`src/rtl/alarm_pkg.sv`:
```
// Shared types and limits for the alarm controller slice.
// Time-field widths follow the upstream 24-hour clock counter.
package alarm_pkg;

   localparam int HOUR_W = 5;
   localparam int MIN_W  = 6;
   localparam int SEC_W  = 6;

   localparam logic [HOUR_W-1:0] MAX_HOUR = 5'd23;
   localparam logic [MIN_W-1:0]  MAX_MIN  = 6'd59;

   typedef enum logic [1:0] {
      IDLE    = 2'd0,
      RINGING = 2'd1,
      SNOOZE  = 2'd2
   } state_t;

   // True when a requested alarm time is a legal hh:mm value
   function automatic logic set_valid(input logic [HOUR_W-1:0] h,
                                      input logic [MIN_W-1:0]  m);
      return (h <= MAX_HOUR) && (m <= MAX_MIN);
   endfunction

endpackage

```
`src/rtl/sec_down_counter.sv`:
```
// Loadable down counter advanced by the 1 s tick.
// zero pulses combinationally on the tick that moves the count from 1 to 0.
module sec_down_counter #(
   parameter int W = 9
) (
   input  logic         clk,
   input  logic         rst,
   input  logic         load,
   input  logic [W-1:0] load_val,
   input  logic         en,
   input  logic         tick,
   output logic         zero
);

   localparam logic [W-1:0] ONE = {{(W-1){1'b0}}, 1'b1};
   localparam logic [W-1:0] NIL = {W{1'b0}};

   logic [W-1:0] count_r;

   // Load has priority over decrement; the count parks at zero
   always_ff @(posedge clk or negedge rst) begin
      if (!rst) begin
         count_r <= NIL;
      end else if (load) begin
         count_r <= load_val;
      end else if (en && tick && (count_r != NIL)) begin
         count_r <= count_r - ONE;
      end else begin
         count_r <= count_r;
      end
   end

   assign zero = en && tick && !load && (count_r == ONE);

endmodule

```
`src/rtl/alarm_controller.sv`:
```
// Alarm time register plus ring/snooze state machine driving the buzzer.
// Ring and snooze intervals are counted in seconds from sec_tick.
module alarm_controller
   import alarm_pkg::*;
#(
   parameter int RING_SECS   = 60,
   parameter int SNOOZE_SECS = 300,
   parameter int MAX_SNOOZES = 3
) (
   input  logic              clk,
   input  logic              rst,
   input  logic              sec_tick,
   input  logic [HOUR_W-1:0] hours,
   input  logic [MIN_W-1:0]  minutes,
   input  logic [SEC_W-1:0]  seconds,
   input  logic              set_en,
   input  logic [HOUR_W-1:0] set_hours,
   input  logic [MIN_W-1:0]  set_minutes,
   input  logic              arm,
   input  logic              snooze,
   input  logic              stop,
   output logic [HOUR_W-1:0] alarm_h,
   output logic [MIN_W-1:0]  alarm_m,
   output logic              buzzer,
   output logic              ringing,
   output logic              snoozing
);

   localparam int TMR_MAX = (RING_SECS > SNOOZE_SECS) ? RING_SECS : SNOOZE_SECS;
   localparam int TMR_W   = $clog2(TMR_MAX + 1);
   localparam int CNT_W   = (MAX_SNOOZES > 0) ? $clog2(MAX_SNOOZES + 1) : 1;

   localparam logic [TMR_W-1:0] RING_LOAD   = TMR_W'(RING_SECS);
   localparam logic [TMR_W-1:0] SNOOZE_LOAD = TMR_W'(SNOOZE_SECS);
   localparam logic [CNT_W-1:0] SNZ_LIMIT   = CNT_W'(MAX_SNOOZES);
   localparam logic [CNT_W-1:0] SNZ_ONE     = {{(CNT_W-1){1'b0}}, 1'b1};

   state_t           state_r;
   state_t           next_state_s;
   logic             match_q_r;
   logic [CNT_W-1:0] snz_cnt_r;
   logic             match_s;
   logic             trigger_s;
   logic             ring_load_s;
   logic             snooze_load_s;
   logic             ring_zero_s;
   logic             snooze_zero_s;

   assign match_s   = arm && (hours == alarm_h) && (minutes == alarm_m) &&
                      (seconds == 6'd0);
   assign trigger_s = match_s && !match_q_r;

   sec_down_counter #(.W(TMR_W)) u_ring_tmr (
      .clk      (clk),
      .rst      (rst),
      .load     (ring_load_s),
      .load_val (RING_LOAD),
      .en       (state_r == RINGING),
      .tick     (sec_tick),
      .zero     (ring_zero_s)
   );

   sec_down_counter #(.W(TMR_W)) u_snooze_tmr (
      .clk      (clk),
      .rst      (rst),
      .load     (snooze_load_s),
      .load_val (SNOOZE_LOAD),
      .en       (state_r == SNOOZE),
      .tick     (sec_tick),
      .zero     (snooze_zero_s)
   );

   // Next-state decode; priority arm=0 > stop > snooze > timer expiry > trigger
   always_comb begin
      next_state_s  = state_r;
      ring_load_s   = 1'b0;
      snooze_load_s = 1'b0;
      case (state_r)
         IDLE: begin
            if (trigger_s && !stop) begin
               next_state_s = RINGING;
               ring_load_s  = 1'b1;
            end else begin
               next_state_s = IDLE;
            end
         end
         RINGING: begin
            if (!arm || stop) begin
               next_state_s = IDLE;
            end else if (snooze) begin
               if (snz_cnt_r < SNZ_LIMIT) begin
                  next_state_s  = SNOOZE;
                  snooze_load_s = 1'b1;
               end else begin
                  next_state_s = IDLE;
               end
            end else if (ring_zero_s) begin
               next_state_s = IDLE;
            end else begin
               next_state_s = RINGING;
            end
         end
         SNOOZE: begin
            if (!arm || stop) begin
               next_state_s = IDLE;
            end else if (snooze_zero_s) begin
               next_state_s = RINGING;
               ring_load_s  = 1'b1;
            end else begin
               next_state_s = SNOOZE;
            end
         end
         default: begin
            next_state_s = IDLE;
         end
      endcase
   end

   // State, snooze count, alarm register and registered outputs
   always_ff @(posedge clk or negedge rst) begin
      if (!rst) begin
         state_r   <= IDLE;
         match_q_r <= 1'b0;
         snz_cnt_r <= {CNT_W{1'b0}};
         alarm_h   <= 5'd6;
         alarm_m   <= 6'd0;
         buzzer    <= 1'b0;
         ringing   <= 1'b0;
         snoozing  <= 1'b0;
      end else begin
         state_r   <= next_state_s;
         match_q_r <= match_s;
         ringing   <= (next_state_s == RINGING);
         snoozing  <= (next_state_s == SNOOZE);

         if (set_en && set_valid(set_hours, set_minutes)) begin
            alarm_h <= set_hours;
            alarm_m <= set_minutes;
         end else begin
            alarm_h <= alarm_h;
            alarm_m <= alarm_m;
         end

         if ((state_r == IDLE) && (next_state_s == RINGING)) begin
            snz_cnt_r <= {CNT_W{1'b0}};
         end else if (snooze_load_s) begin
            snz_cnt_r <= snz_cnt_r + SNZ_ONE;
         end else begin
            snz_cnt_r <= snz_cnt_r;
         end

         // Buzzer starts high on each entry to RINGING, then toggles per second
         if (next_state_s != RINGING) begin
            buzzer <= 1'b0;
         end else if (state_r != RINGING) begin
            buzzer <= 1'b1;
         end else if (sec_tick) begin
            buzzer <= ~buzzer;
         end else begin
            buzzer <= buzzer;
         end
      end
   end

endmodule

```
`config.mk`:
```
export PLATFORM = sky130hd
export DESIGN_NAME = alarm_controller
export DESIGN_NICKNAME = d
export VERILOG_FILES = /design/src/rtl/alarm_pkg.sv /design/src/rtl/sec_down_counter.sv /design/src/rtl/alarm_controller.sv
export SDC_FILE = /design/constraint.sdc
export NUM_CORES = 1
export LEC_CHECK = 0
export ABC_AREA = 1
export BUFFER_PORTS_ARGS = -buffer_cell sky130_fd_sc_hd__buf_2
export CORE_MARGIN = 2
export CORE_UTILIZATION = 45
export CTS_CLUSTER_SIZE = 12
export DETAILED_ROUTE_END_ITERATION = 7
export PLACE_DENSITY = 0.69
export SLEW_MARGIN = 10
export SYNTH_ARGS = -nofsm -noshare
export SYNTH_HDL_FRONTEND = slang
export SYNTH_SLANG_ARGS = --single-unit
```
`constraint.sdc`:
```
create_clock -name clk -period 2.36 [get_ports clk]
set_input_delay 0 -clock clk [delete_from_list [all_inputs] [get_ports clk]]
set_output_delay 0 -clock clk [all_outputs]
set_load 0.005 [all_outputs]
```
==> results by group <==
Detailed routing
  • WL/cell: 11.3 µm
  • Drt pass-1 iters: 4
  • Via count: 1781
  • Final wirelength: 4170 µm
  • Vias/cell: 4.81
  • Iter 0 DRT Violations: 94
  • Post-route ant nets: 0
  • DRC: 0

Finish
  • Leading cell type in the layout, fill and taps excluded: nand2_1
  • Share of cells above drive strength 1: 27.7%
  • Final-stage net count: 358
  • Layout overhead on the synthesized area: 23.4%
  • Most frequent cells in the layout: 53 x nand2_1, 48 x buf_2, 38 x inv_1
  • # diodes: 0

Outcome
  • Status: finished, final reports clean

Synthesis
  • Number of synthesized flops with an enable pin: 0
  • Post-synth top area cell: dfrtp_1
  • Synth Instances: 254
  • Netlist cell types: 34
  • Syn nets: 295
  • Prevailing post-synth register cell: dfrtp_1
  • Post-Synthesis Cell Area: 2090 µm²
  • Post-synth ARST share: 100%
  • Avg Inst Size Synth: 8.24 µm²
  • Part of the Yosys area used for sequential elements: 44.4%
  • Flops & latches, synth: 37
  • Yosys top cell area share: 41.9%
  • Ranking of synthesized cells by area: dfrtp_1 42%, nand2_1 9.5%, inv_1 6.8%
  • Total number of yosys warnings: 0

Worst setup path
  • CP max stage cell: dfrtp_1
  • WS Path Type: register to register
  • CP startpoint kind: register
  • Max incr delay on CP: 0.42 ns
  • Crit-path most repeated cell: inv_1
  • Crit-path max FO: 11
  • Data arrival, critical path: 1.82 ns
  • WP data required: 2.55 ns
  • Crit path cell chain: nand2_1 -> inv_1 -> nand3_1 -> inv_1 -> or2_2 -> nand3_1 -> inv_1
  • Crit path capture type: register

Placement
  • PortBufs: 48
  • Hpwl dp: 3130 µm
  • Gpl congestion: 0.897

STA
  • Slew HR: 46.0%
  • Min Tclk post-route: 1.63 ns
  • Slew Viols, Final: 0
  • Unrepaired setup endpoints after global routing: false
  • Worst Clk Skew: 0.00614 ns
  • Fmax: 613 MHz
  • TNS Setup: 0 ns
  • Worst-margin pin slew: 0.811 ns
  • Hold Vio Cnt, Final: 0
  • Period utilization: 69.2%
  • Setup violations, final: 0

Clock network
  • CTS Buf Count: 5
  • CTS Sinks: 37
  • Number of H-tree levels: 2
  • CTS Root Cell: clkbuf_8
  • CTS Buffer Depth: 2
  • Post-CTS Resized: 0
  • Post-CTS Setup Repair Bufs: 0
  • Clock Pin Slew Worst Setup and Hold Paths: 0.07 ns
  • Worst-skew pair later-pin latency: 0.29 ns
  • CTS tree: yes

GRT
  • All-Layer GR Usage: 18.2%
  • Initial antenna violation count: 0
  • Global-route wire length before repair: 7390 µm
  • Largest net degree at the start of global routing: 38
  • Grt ovf: 0
  • Vias in the first global route: 1752

Floorplan
  • Die W: 72.2 µm
  • Core ar.: 4410 µm²
  • Die area: 5210 µm²
  • Die span in y: 72.2 µm
  • Cell Rows: 24
  • Starting density of the core: 47.4%
  • Boundary Pins: 49

Power
  • PwrDens: 522 nW/µm²
  • Pleak: 1.43 nW
  • Total power: 1.35 mW
  • Worst VDD drop: 0.333 mV

Hold path
  • Hold Path Class: primary input to register

Run
  • Max-cap violation count: 0
## worst paths after layout
check | from | slack (ns) | depth (start not counted) | to
worst max register to register | state_r[0] | 0.73 | 7 | snz_cnt_r[0]
worst max-delay path | state_r[0] | 0.73 | 7 | snz_cnt_r[0]
worst min-delay path | set_minutes[3] | 0.003 | 3 | alarm_m[3]
worst min register to register | alarm_h[2] | 0.50 | 2 | alarm_h[2]
min in group asynchronous | rst | 0.33 | 2 | u_snooze_tmr.count_r[8]
max in group asynchronous | rst | 1.52 | 2 | alarm_m[1]
## worst max-delay path: cells and delay by family, from the launching register on
family	cells	cell delay, ns
flip-flops	1	0.42
AND/OR/NAND/NOR	4	0.80
buffers and inverters	3	0.31
## stage by stage
stage                     utilization (%)  setup WS (ns)  instance area, µm²  hold WS [ns]  instances
after floorplan                         -          0.938                2090        -0.296        254
after global placement               53.9          0.800                2380         0.145        352
after detailed placement             53.9          0.747                2380         0.145        352
after CTS                            58.5          0.734                2580      0.000264        370
after global routing                 58.5          0.572                2580        0.0110        370
final                                58.5          0.728                2580       0.00293        370
## sequential cells by signal, summed over array words and instances (netlist names)
register and cells:
match_q_r 1, ringing 1, snoozing 1, alarm_h 5, buzzer 1, alarm_m 6
snz_cnt_r 2, u_ring_tmr.count_r 9, state_r 2, u_snooze_tmr.count_r 9
## cell usage after synthesis (2+ instances only)
cell type / count
a21oi_1: 7
a31oi_1: 2
dfrtp_1: 35
dfstp_2: 2
ha_1: 6
inv_1: 38
inv_2: 2
mux2_2: 5
nand2_1: 53
nand2_2: 3
nand3_1: 19
nand3_2: 5
nand3b_1: 2
nand4_1: 3
nor2_1: 28
nor2_2: 4
nor2_4: 5
nor3_1: 3
nor4_1: 3
o21ai_0: 7
xnor2_1: 4
xor2_1: 6
## area by class of cell
type | instances | area [µm²]
Clock buffer | 7 | 96.3
Tap cell | 52 | 65.1
Timing Repair Buffer | 58 | 340
Fill cell | 402 | 1830
Clock inverter | 1 | 5.00
Inverter | 41 | 155
Multi-Input combinational cell | 174 | 992
Sequential cell | 37 | 928
## power breakdown
group | total (mW) | switching, mW | internal [mW]
combinational | 0.175 | 0.0828 | 0.0920
clock | 0.485 | 0.221 | 0.264
sequential | 0.688 | 0.0236 | 0.664
## routing by layer
metal  share of wire, %  wire length [µm]  up-vias  GRT usage [%]
met1                 45              1890      815           22.4
met5                  0                 0        -              0
met4                1.6                67        0           6.92
li1                   -                 -      923              -
met3                4.1               170        7           4.86
met2                 49              2040       36           30.5
## kinds of logic (layout without fill, tap and decap cells)
logic type	count (synthesis)	in the layout	share of synthesized area (%)
simple gates	132	132	31.0
flops	37	37	44.4
fa+ha+maj	6	6	3.59
buf+inv	43	107	8.19
compound gates	20	20	5.26
mux	6	6	3.41
xor+xnor	10	10	4.19
## what timing repair did
action,CTS,global route
setup endpoints to repair,0,0
hold buffers,10,0
endpoints found under the hold margin,44,0
Power figures use the tool's default switching activity.
